### src/rtl/result_capture.sv
// Captures DEPTH FPU results into slots, compares each against an expected value and keeps pass/fail counts.
// Define RESULT_CAPTURE_NAN_EQ_EN to treat any NaN result as matching any NaN expected value.
module result_capture #(
  parameter int DEPTH = 10,
  parameter int W     = 32
) (
  input  logic         clk,
  input  logic         rst,
  input  logic         clear,
  input  logic         res_valid,
  input  logic [W-1:0] res_data,
  output logic         res_ready,
  output logic [3:0]   wr_idx,
  input  logic [W-1:0] exp_data,
  input  logic         rd_en,
  input  logic [3:0]   rd_idx,
  output logic [W-1:0] rd_data,
  output logic         rd_match,
  output logic [3:0]   pass_cnt,
  output logic [3:0]   fail_cnt,
  output logic         done
);

  // state   | meaning
  // CAPTURE | accepting results, res_ready high
  // DONE    | all DEPTH slots filled, results ignored until clear/rst
  typedef enum logic {
    CAPTURE = 1'b0,
    DONE    = 1'b1
  } state_e;

  localparam logic [3:0] LAST_IDX  = 4'(DEPTH - 1);
  localparam logic [4:0] DEPTH_EXT = 5'(DEPTH);

  state_e       state_q, state_d;
  logic [3:0]   wr_idx_q, wr_idx_d;
  logic [3:0]   pass_q, pass_d;
  logic [3:0]   fail_q, fail_d;
  logic [W-1:0] slot_q [DEPTH];
  logic [DEPTH-1:0] flag_q;
  logic [W-1:0] rd_data_q;
  logic         rd_match_q;
  logic         capture;
  logic         match;
  logic         rd_in_range;

`ifdef RESULT_CAPTURE_NAN_EQ_EN
  logic res_nan, exp_nan;
  assign res_nan = (res_data[30:23] == 8'hFF) && (res_data[22:0] != '0);
  assign exp_nan = (exp_data[30:23] == 8'hFF) && (exp_data[22:0] != '0);
  assign match   = (res_data == exp_data) || (res_nan && exp_nan);
`else
  assign match = (res_data == exp_data);
`endif

  assign res_ready   = (state_q == CAPTURE);
  assign capture     = res_valid && res_ready && !clear;
  assign rd_in_range = ({1'b0, rd_idx} < DEPTH_EXT);

  always_comb begin
    state_d  = state_q;
    wr_idx_d = wr_idx_q;
    pass_d   = pass_q;
    fail_d   = fail_q;
    if (clear) begin
      state_d  = CAPTURE;
      wr_idx_d = '0;
      pass_d   = '0;
      fail_d   = '0;
    end else if (capture) begin
      if (match) pass_d = pass_q + 4'd1;
      else       fail_d = fail_q + 4'd1;
      if (wr_idx_q == LAST_IDX) begin
        wr_idx_d = '0;
        state_d  = DONE;
      end else begin
        wr_idx_d = wr_idx_q + 4'd1;
      end
    end
  end

  always_ff @(posedge clk or posedge rst) begin
    if (rst) begin
      state_q  <= CAPTURE;
      wr_idx_q <= '0;
      pass_q   <= '0;
      fail_q   <= '0;
    end else begin
      state_q  <= state_d;
      wr_idx_q <= wr_idx_d;
      pass_q   <= pass_d;
      fail_q   <= fail_d;
    end
  end

  // Slot storage survives clear; only rst wipes it.
  always_ff @(posedge clk or posedge rst) begin
    if (rst) begin
      for (int i = 0; i < DEPTH; i++) slot_q[i] <= '0;
      flag_q <= '0;
    end else if (capture) begin
      slot_q[wr_idx_q] <= res_data;
      flag_q[wr_idx_q] <= match;
    end
  end

  always_ff @(posedge clk or posedge rst) begin
    if (rst) begin
      rd_data_q  <= '0;
      rd_match_q <= 1'b0;
    end else if (rd_en) begin
      if (rd_in_range) begin
        rd_data_q  <= slot_q[rd_idx];
        rd_match_q <= flag_q[rd_idx];
      end else begin
        rd_data_q  <= '0;
        rd_match_q <= 1'b0;
      end
    end
  end

  assign wr_idx   = wr_idx_q;
  assign pass_cnt = pass_q;
  assign fail_cnt = fail_q;
  assign done     = (state_q == DONE);
  assign rd_data  = rd_data_q;
  assign rd_match = rd_match_q;

endmodule
### config.mk
export PLATFORM = sky130hd
export DESIGN_NAME = result_capture
export DESIGN_NICKNAME = d
export VERILOG_FILES = /design/src/rtl/result_capture.sv
export SDC_FILE = /design/constraint.sdc
export NUM_CORES = 1
export LEC_CHECK = 0
export CAP_MARGIN = 20
export CORE_ASPECT_RATIO = 0.9
export CORE_MARGIN = 2
export CORE_UTILIZATION = 59
export CTS_BUF_LIST = sky130_fd_sc_hd__clkbuf_2 sky130_fd_sc_hd__clkbuf_4 sky130_fd_sc_hd__clkbuf_8
export DETAILED_ROUTE_END_ITERATION = 8
export PLACE_DENSITY_LB_ADDON = 0.2
export SLEW_MARGIN = 0
export SYNTH_ARGS = -nofsm -noshare
export SYNTH_HDL_FRONTEND = slang
export SYNTH_SLANG_ARGS = --single-unit
export TNS_END_PERCENT = 20
### constraint.sdc
create_clock -name clk -period 26.5 [get_ports clk]
set_input_delay 5.3 -clock clk [delete_from_list [all_inputs] [get_ports clk]]
set_output_delay 5.3 -clock clk [all_outputs]
set_load 0.005 [all_outputs]
After elaboration in Yosys (flattened, before gate mapping)
Index checks and enable logic that the tools add are counted.
{"block": "totals", "wordCells": 69, "output_inout_bits": 47, "ff_bits": 376, "in_bits": 73}
{"block": "op_classes", "n_eq_ne": 3, "n_mux": 25, "bitwise": 3, "order_cmp": 7, "n_addsub": 3, "n_reduce_logical": 11}
{"cell": "bitwise mux 320 bit", "n": 1}
{"cell": "binary-select mux 32 bit (select 4 bit)", "n": 1}
{"cell": "demux 32 bit (select 4 bit)", "n": 1}
{"cell": "two-way mux 32 bit", "n": 4}
{"cell": "two-way mux 4 bit", "n": 9}
{"cell": "equality test 32 bit", "n": 1}
{"cell": "adder 4 x 1 -> 4 bit, second input constant", "n": 3}
{"cell": "bitwise mux 10 bit", "n": 1}
{"cell": ">= comparator 5 bit, second input constant", "n": 2}
{"cell": "< comparator 4 x 5 -> 1 bit, second input constant", "n": 2}
{"cell": "NOT 4 -> 5 bit", "n": 2}
{"cell": "two-way mux 1 bit", "n": 6}
{"cell": "AND reduction 2 bit", "n": 3}
{"cell": "nonzero test 2 bit", "n": 3}
{"cell": "< comparator 5 x 1 -> 1 bit, second input constant", "n": 1}
{"cell": "binary-select mux 1 bit (select 4 bit)", "n": 1}
{"cell": "demux 1 bit (select 4 bit)", "n": 1}
{"cell": "equality test 4 bit, second input constant", "n": 1}
{"cell": ">= comparator 4 x 1 -> 1 bit, second input constant", "n": 1}
{"cell": "logical AND 1 bit", "n": 4}
{"cell": "< comparator 4 bit, second input constant", "n": 1}
{"cell": "!= test 2 bit, second input constant", "n": 1}
{"cell": "zero test 1 bit", "n": 1}
{"cell": "NOT 1 bit", "n": 1}

Depth between registers and ports, before layout
Gate-level depths: netlist of the first run.
{"block": "depth", "word_depth": 6, "ltp_mapped": 8, "mapped_depth_nobuf": 5}

Least setup slack after synthesis of the first run
OpenSTA, ideal clock, no wires.
{"block": "synth_path", "path_type": "in2reg", "from": "input rd_idx[0]", "to": "register rd_data_q[10], in the netlist rd_data[10]", "slack_ps": 19650, "path_stages": 6, "arrival_ps": 6708, "setup_time_ps": 141, "path_buffers": 3, "t_required_ps": 26359, "cell_sequence": "buf_4 buf_4 buf_2 mux4_2 a21oi_1 o22ai_1"}
{"block": "synth_via", "elab_chain_cells": 5, "elab_cells_between_ends": 6, "cone_classes": "order compare: 1; mux: 4; bitwise: 1"}
{"element": "from (decl)", "line_no": "16", "source": "input logic [3:0] rd_idx,"}
{"element": "NOT 4 -> 5 bit (not written as such)", "line_no": "113", "source": "rd_data_q <= slot_q[rd_idx];"}
{"element": "binary-select mux 32 bit (select 4 bit)", "line_no": "113"}
{"element": "two-way mux 32 bit (not written as such) (2 in a row)", "line_no": "113"}
{"element": "two-way mux 32 bit (*)", "line_no": "112", "source": "if (rd_in_range) begin"}
{"element": "to (signal assigned)", "line_no": "113"}
{"element": "to (decl)", "line_no": "41", "source": "logic [W-1:0] rd_data_q;"}
Every way passes the cells marked *; elsewhere a longest branch is shown, timed or not. The select of a mux whose other input is x is not followed.
A chain may end at the register's enable or synchronous reset.

Final worst setup path of the first run
{"block": "layout_path", "from": "input clear", "to": "register slot_q[87] (netlist name)"}
{"block": "layout_via", "elab_chain_cells": 2}
{"element": "from (decl)", "line_no": "9", "source": "input logic clear,"}
{"element": "zero test 1 bit", "line_no": "57", "source": "assign capture = res_valid && res_ready && !clear;"}
{"element": "logical AND 1 bit", "line_no": "57"}
{"element": "to (signal, indexed assignment)", "line_no": "102", "source": "slot_q[wr_idx_q] <= res_data;"}
{"element": "to (decl)", "line_no": "39", "source": "logic [W-1:0] slot_q [DEPTH];"}
Every way passes these cells.

==> out/metrics.cfg, run 1 <==
[synth]
synthFlopType=dfrtp_1
syn-num-nets=1274
syn_area_um2=17200
seq_area_frac_synth=0.547
synth_most_common_cell=dfrtp_1
ys_top_cells_by_count=dfrtp_1, mux2_2, mux4_2
synth_warnings=0
synthTopCellsByArea=dfrtp_1, mux2_2, mux4_2
synth_area_per_cell_um2=14.3
yosys.area.top_type=dfrtp_1
synth_top_area_frac=0.547
synth_cells=1199
ys_ff_latch=376
synth-edff-count=0
netlist-cell-type-count=32
async_flop_share=1.00

[run]
maxCapViolCount=0

[cells_and_area]
drive_gt1_frac=0.436
final_util=0.690
diodes=0
register_area_um2=9410
fill_cells=2039
multiInputGateArea_um2=7220
final_nets=1362
area_delta_synth_final_pct=15.6

[floorplan]
core_area_um2=28800
dieHeight_um=166
dieWidth_um=184
initial_utilization=0.597
row_count=59
ios=120
design.die.area_um2=30500

[critical_path]
critPathMaxStageDelay_ns=1.03
path_cells=clkdlybuf4s50_1 > nor3_1 > and3_2 > mux2_2
cp.required_ns=26.98
cp_top_family=simple AND/OR/NAND/NOR gates
r2r-end=slot_q[87]
crit_type=in2reg
crit_buf_inv=1
worstPathArrival_ns=8.19
reg2regPathDepth=5
crit_slowest_cell=and3_2
end_kind=flip-flop
r2r-start=done
worst-path-max-fanout=33
start_kind=input port
r2r_slack_ns=23.76

[power]
p_int_mw=1.02
swShare=0.244
power_density_nw_per_um2=68.3
finalPower_mw=1.36
p_seq_frac=0.495
power.net_switching_uw=332
clock_power_share=0.372
p_leak_nw=9.22
p_comb_frac=0.133
ir_drop_uv=40.8

[clock_network]
cts-resized-gates=0
clock-sinks=376
htree_levels=2
insertion_delay_ns=0.61
cts_hold_buffers=0
clockRootBuffer=clkbuf_8
post_cts_buffers=0
clk_pin_slew_ns=0.06
cts_buffers=59
cts_max_path_buffers=3
cts_tree=done

[placed_design]
hpwl_mm=22.7
port_buffers=119
gp_congestion=0.739

[timing]
max_slew_margin=0.236
finalSetupViolCount=0
finalCriticalPeriod_ns=7.71
worst_pin_slew_ns=1.15
fin_crit_sh=0.291
clock_skew_ns=0.0356
hold_viol=0
rsz0062_at_grt=no
fmax_ghz=0.130
setup_tns_ns=0
finalMaxSlewViolations=0

[grt]
antenna_found_initial=0
grt_max_degree=148
track_usage=0.268
grt_pass1_vias=10953
overflow=0
grt_pass1_wl_mm=63.0

[drt]
wl_per_cell_um=23.3
drt-total-wl_mm=39.5
firstDrtPassIters=5
viasPerCell=6.15
dr_total_vias=10437
ant_nets=0
drt-initial-drc-count=597
drc=0

[worst_hold_path]
hp-start=slot_q[114]
hold_depth=1
hold_path_end=slot_q[114]
hp-class=reg2reg

[outcome]
outcome=completed

-- stage by stage --
stage	cells	setup WS (ns)	cell area (um2)	hold WS [ns]
after floorplan	1199	10.76	17200	0.474
after global placement	1586	17.94	18500	0.481
after detailed placement	1586	17.92	18500	0.487
after CTS	1691	18.56	19700	0.500
after global routing	1697	18.24	19900	0.511
final	1697	18.79	19900	0.497
-- routing by layer --
metal  track usage  vias to the layer above  share of wire
li1              -                     4543              -
met3        0.0480                       67          0.052
met4        0.0810                        0          0.024
met2         0.419                      286           0.48
met1         0.388                     5541           0.45
met5             0                        -              0
-- logic make-up after synthesis --
group                    synth area share
XOR/XNOR                           0.0173
buffers and inverters              0.0352
flip-flops                          0.547
AND/OR/NAND/NOR                    0.0304
multiplexers                        0.327
adder cells (fa/ha/maj)           0.00146
AO/OA/AOI/OAI                      0.0409
-- sequential cells by signal, indices dropped and copies added, names as in the netlist --
name and cells:
rd_match 1, pass_cnt 4, wr_idx 4, flag_q 10
rd_data 32, slot_q 320, fail_cnt 4, done 1
-- worst max path at each step --
stage	start	end	depth (start not counted)
after floorplan	rst	done	1
after global placement	rst	slot_q[198]	4
after detailed placement	rst	slot_q[198]	4
after CTS	rst	slot_q[194]	4
after global routing	rst	slot_q[198]	5
final	clear	slot_q[87]	4
-- cells in the final DEF, fill, tap and decap left out, types with 7 or more instances in the layout --
master | Yosys | final
dfrtp_1 | 376 | 376
mux2_2 | 367 | 367
clkdlybuf4s50_1 | 0 | 117
clkbuf_8 | 0 | 73
mux4_2 | 66 | 66
nor2_1 | 43 | 43
a21oi_1 | 40 | 40
inv_1 | 35 | 33
a22oi_1 | 33 | 33
xor2_1 | 33 | 33
o22ai_1 | 32 | 32
clkbuf_4 | 0 | 25
buf_4 | 7 | 12
nor4_2 | 9 | 9
nor2b_1 | 11 | 8
nand2_2 | 0 | 7
-- layout make-up --
cell class                 count  area share
sequential                   376       0.473
multi-input combinational    679       0.363
timing repair buffer         136      0.0708
clock buffer                  98      0.0600
tap                          366      0.0230
inverter                      35     0.00699
clock inverter                 7     0.00239
-- power groups by stage --
stage               logic (mW)  clock network [mW]  registers (mW)
finish                   0.180               0.504           0.672
global route             0.196               0.540           0.679
CTS                      0.182               0.514           0.670
detailed placement       0.181                   0           0.680
global placement         0.176                   0           0.676
floorplan                0.132                   0           0.670
No activity file was read; power rests on OpenSTA's default activity.
==> inputs of run 2 (changes only) <==
==> constraint.sdc (replaced) <==
create_clock -name clk -period 7.2 [get_ports clk]
set_input_delay 1.44 -clock clk [delete_from_list [all_inputs] [get_ports clk]]
set_output_delay 1.44 -clock clk [all_outputs]
set_load 0.005 [all_outputs]
==> run 2 against run 1 <==
Design area fell by 0.33%. Die area did not move. Critical path depth did not move. Count of clock-buffer cells in the layout did not move. Non-clock buffer count did not move. Total power rose to 3.6 times the previous value. Global-route usage barely moved. Combinational power rose to 3.7 times the previous value. Worst hold slack improved by 0.0025 ns.
==> out/metrics.cfg, run 2 (synthesis results as in run 1) <==
[drt]
wl_per_cell_um=23.1
viasPerCell=6.14
drc=0
drt-initial-drc-count=536
dr_total_vias=10388
ant_nets=0
drt-total-wl_mm=39.1
firstDrtPassIters=5

[cells_and_area]
final_common_cell=dfrtp_1
postLayoutCellArea_um2=19800
final_cell_count_no_fill=1692
diodes=0
area_delta_synth_final_pct=15.2
regMostFlops=slot_q
final_nets=1361
layout_common_cells=dfrtp_1, mux2_2, clkdlybuf4s50_1, clkbuf_8, mux4_2
largest_register_ffs=320
drive_gt1_frac=0.434

[clock_network]
cts_hold_buffers=0
clk_pin_slew_ns=0.06
post_cts_buffers=0
htree_levels=2
insertion_delay_ns=0.61
clockRootBuffer=clkbuf_8
cts_buffers=58
cts_max_path_buffers=3
cts-resized-gates=0
cts_tree=done
clock-sinks=376

[grt]
track_usage=0.267
grt_max_degree=165
grt_pass1_vias=11137
overflow=0
grt_pass1_wl_mm=62.7
antenna_found_initial=0

[floorplan]
dieHeight_um=166
row_count=59
initial_utilization=0.597
dieWidth_um=184
design.die.area_um2=30500
ios=120
core_area_um2=28800

[timing]
finalSetupViolCount=0
hold_viol=0
worst_pin_slew_ns=1.19
rsz0062_at_grt=no
fmax_ghz=0.257
max_slew_margin=0.209
finalMaxSlewViolations=0
finalCriticalPeriod_ns=3.90
fin_crit_sh=0.541
holdWs_ns=0.500
clock_skew_ns=0.0298
setup_tns_ns=0

[run]
maxCapViolCount=0

[placed_design]
placed_area_um2=18600
gp_congestion=0.774
place_inst=1590
hpwl_mm=22.8
port_buffers=119

[power]
power_density_nw_per_um2=249
ir_drop_uv=143
p_leak_nw=9.18

[outcome]
outcome=completed

[critical_path]
crit_buf_inv=1
path_cells=clkdlybuf4s50_1 > nor3_1 > and3_2 > mux2_2
cp.required_ns=7.67
end_kind=flip-flop
critPathMaxStageDelay_ns=1.08
start_kind=input port
worstPathArrival_ns=4.37
worst-path-max-fanout=33
cp_top_family=simple AND/OR/NAND/NOR gates
crit_type=in2reg
crit_slowest_cell=and3_2

[worst_hold_path]
hp-class=reg2reg

-- run 2: cell count changes in the layout (fill, tap and decap cells not counted), moves of 2 or more --
cell / change
clkbuf_8: -5
buf_16: -2
buf_12: +3
clkbuf_4: +5
clkinv_2: -4
-- run 2: worst register-to-register path, cell delays in order, from the launching register on --
cell,delay (ns)
dfrtp_1,0.38
inv_1,0.09
nand2_1,0.16
nor3_1,0.51
and3_2,1.08
mux2_2,0.44
-- run 2: where the power goes --
group | internal, mW | leakage [nW] | switching [mW]
logic | 0.381 | 3.49 | 0.276
clock network | 1.00 | 0.633 | 0.792
registers | 2.35 | 5.05 | 0.118
-- run 2: worst paths after layout --
check | start | end | slack [ns] | cells past startpoint
worst max-delay path | clear | slot_q[71] | 3.30 | 4
worst min-delay path | slot_q[127] | slot_q[127] | 0.50 | 1
worst max register to register | done | slot_q[71] | 4.43 | 5
worst min register to register | slot_q[127] | slot_q[127] | 0.50 | 1
max in group asynchronous | rst | rd_data[12] | 4.42 | 4
min in group asynchronous | rst | slot_q[186] | 1.38 | 3
-- run 2: final cells by class --
type	count	area (um2)
well taps	366	458
clock buffers	98	1160
inverters	35	135
flip-flops and latches	376	9410
multi-input cells	679	7220
fillers	2061	8980
repair buffers	136	1410
clock inverters	2	18.8
-- run 2: metal layers --
layer,GRT usage,up-vias,part of all wire
met5,0,-,0
met3,0.0399,58,0.044
met4,0.0734,0,0.019
met1,0.392,5555,0.46
li1,-,4522,-
met2,0.424,253,0.48
-- run 2: metrics by stage --
stage,power (mW),utilization,setup slack (ns)
2_1_floorplan,2.95,-,0.710
3_3_place_gp,3.13,0.644,2.62
3_5_place_dp,3.16,0.646,2.53
4_1_cts,4.96,0.687,3.16
5_1_grt,5.14,0.688,3.23
6_report,4.92,0.688,3.30
==> inputs of run 3 (changes only) <==
==> constraint.sdc (replaced) <==
create_clock -name clk -period 3.65 [get_ports clk]
set_input_delay 0.73 -clock clk [delete_from_list [all_inputs] [get_ports clk]]
set_output_delay 0.73 -clock clk [all_outputs]
set_load 0.005 [all_outputs]
==> run 3 against run 2 <==
Sequential power up 97%. Wire length up 7.7%. Combinational power grew 110%. Utilization up 1.5 points. Worst setup slack lost 2.4 ns. Count of clock-buffer cells in the layout fell by 3. Total power grew 98%. Cell count increased by 3.2%. Highest routed layer unchanged. Non-clock buffer count rose by 55. Register-to-register slack worse by 3.1 ns. Clock power is 94% higher. Worst hold slack got worse by 0.0054 ns.
==> out/metrics.cfg, run 3 (synthesis results as in run 1) <==
[timing]
finalCriticalPeriod_ns=2.74
max_slew_margin=0.515
finalMaxSlewViolations=0
rsz0062_at_grt=no
finalSetupViolCount=0
fin_crit_sh=0.751
hold_viol=0
clock_skew_ns=0.0257
worst_pin_slew_ns=0.726
setup_tns_ns=0
fmax_ghz=0.365

[placed_design]
port_buffers=119
hpwl_mm=25.8
gp_congestion=0.793
place_inst=1647
placed_area_um2=19100

[clock_network]
clockRootBuffer=clkbuf_8
insertion_delay_ns=0.60
cts_tree=done
cts_buffers=58
clk_pin_slew_ns=0.06
htree_levels=2
post_cts_buffers=0
cts_hold_buffers=0
cts_max_path_buffers=3
clock-sinks=376
cts-resized-gates=0

[cells_and_area]
regMostFlops=slot_q
final_common_cell=dfrtp_1
diodes=0
layout_common_cells=dfrtp_1, mux2_2, clkdlybuf4s50_1, mux4_2, clkbuf_8
drive_gt1_frac=0.456
final_nets=1416
largest_register_ffs=320
final_cell_count_no_fill=1746
area_delta_synth_final_pct=17.8
final_util=0.703
postLayoutCellArea_um2=20200

[grt]
overflow=0
grt_pass1_vias=11249
track_usage=0.285
grt_pass1_wl_mm=66.0
grt_max_degree=96
antenna_found_initial=0

[floorplan]
dieWidth_um=184
dieHeight_um=166
core_area_um2=28800
row_count=59
initial_utilization=0.597
ios=120
design.die.area_um2=30500

[critical_path]
crit_type=in2reg
end_kind=flip-flop
start_kind=input port
worstPathArrival_ns=3.20
cp.required_ns=4.11
worst-path-max-fanout=9

[drt]
viasPerCell=6.12
dr_total_vias=10694
drt-initial-drc-count=698
firstDrtPassIters=5
ant_nets=0
drc=0
wl_per_cell_um=24.1
drt-total-wl_mm=42.1

[worst_hold_path]
hp-class=in2async

[power]
finalPower_mw=9.73
power_density_nw_per_um2=481
ir_drop_uv=329
p_leak_nw=9.43

[outcome]
outcome=completed

[run]
maxCapViolCount=0

[run 3: cell count changes in the layout (fill, tap and decap cells not counted)]
cell	before	now
clkbuf_4	30	29
inv_6	0	1
inv_1	33	34
buf_12	7	11
clkinv_2	0	1
inv_8	1	0
clkbuf_8	68	66
clkinvlp_4	2	3
clkinv_1	1	0
buf_4	11	62
[run 3: where the power goes]
group | switching [mW] | leakage, nW | internal [mW]
clock network | 1.57 | 0.617 | 1.93
logic | 0.569 | 3.76 | 0.793
registers | 0.237 | 5.05 | 4.64
total | 2.37 | 9.43 | 7.36
[run 3: path summary, 6_finish.rpt]
| path | startpoint | endpoint | slack [ns] | cells past startpoint |
|---|---|---|---|---|
| max in group asynchronous | rst | slot_q[0] | 2.24 | 4 |
| hold / removal | rst | rd_data[24] | 0.49 | 2 |
| setup / recovery | res_data[26] | fail_cnt[0] | 0.91 | 6 |
| hold reg to reg | slot_q[117] | slot_q[117] | 0.50 | 1 |
| min in group clk | slot_q[117] | slot_q[117] | 0.50 | 1 |
| setup reg to reg | done | slot_q[69] | 1.37 | 6 |
[run 3: metrics by stage]
stage               setup slack [ns]  hold WS (ns)
detailed placement             0.331         0.488
finish                         0.909         0.494
global route                   0.797         0.505
global placement               0.371         0.482
floorplan                      -2.13         0.474
CTS                            0.938         0.475
[run 3: area by class of cell]
| class | count | area [um2] |
|---|---|---|
| flip-flops and latches | 376 | 9410 |
| fillers | 2043 | 8550 |
| well taps | 366 | 458 |
| multi-input cells | 679 | 7220 |
| clock buffers | 95 | 1130 |
| inverters | 35 | 135 |
| clock inverters | 4 | 28.8 |
| repair buffers | 191 | 1870 |
[run 3: critical path: stages]
cell             delay, ns
clkdlybuf4s50_1       0.46
xor2_1                0.24
nor4_2                0.62
nand4_2               0.36
o21ai_0               0.40
mux2_2                0.37
[run 3: metal layers]
metal  up-vias  track usage  share of wire
met1      5677        0.420           0.45
li1       4648            -              -
met2       301        0.433           0.47
met5         -            0              0
met4         0       0.0911          0.026
met3        68       0.0542          0.056
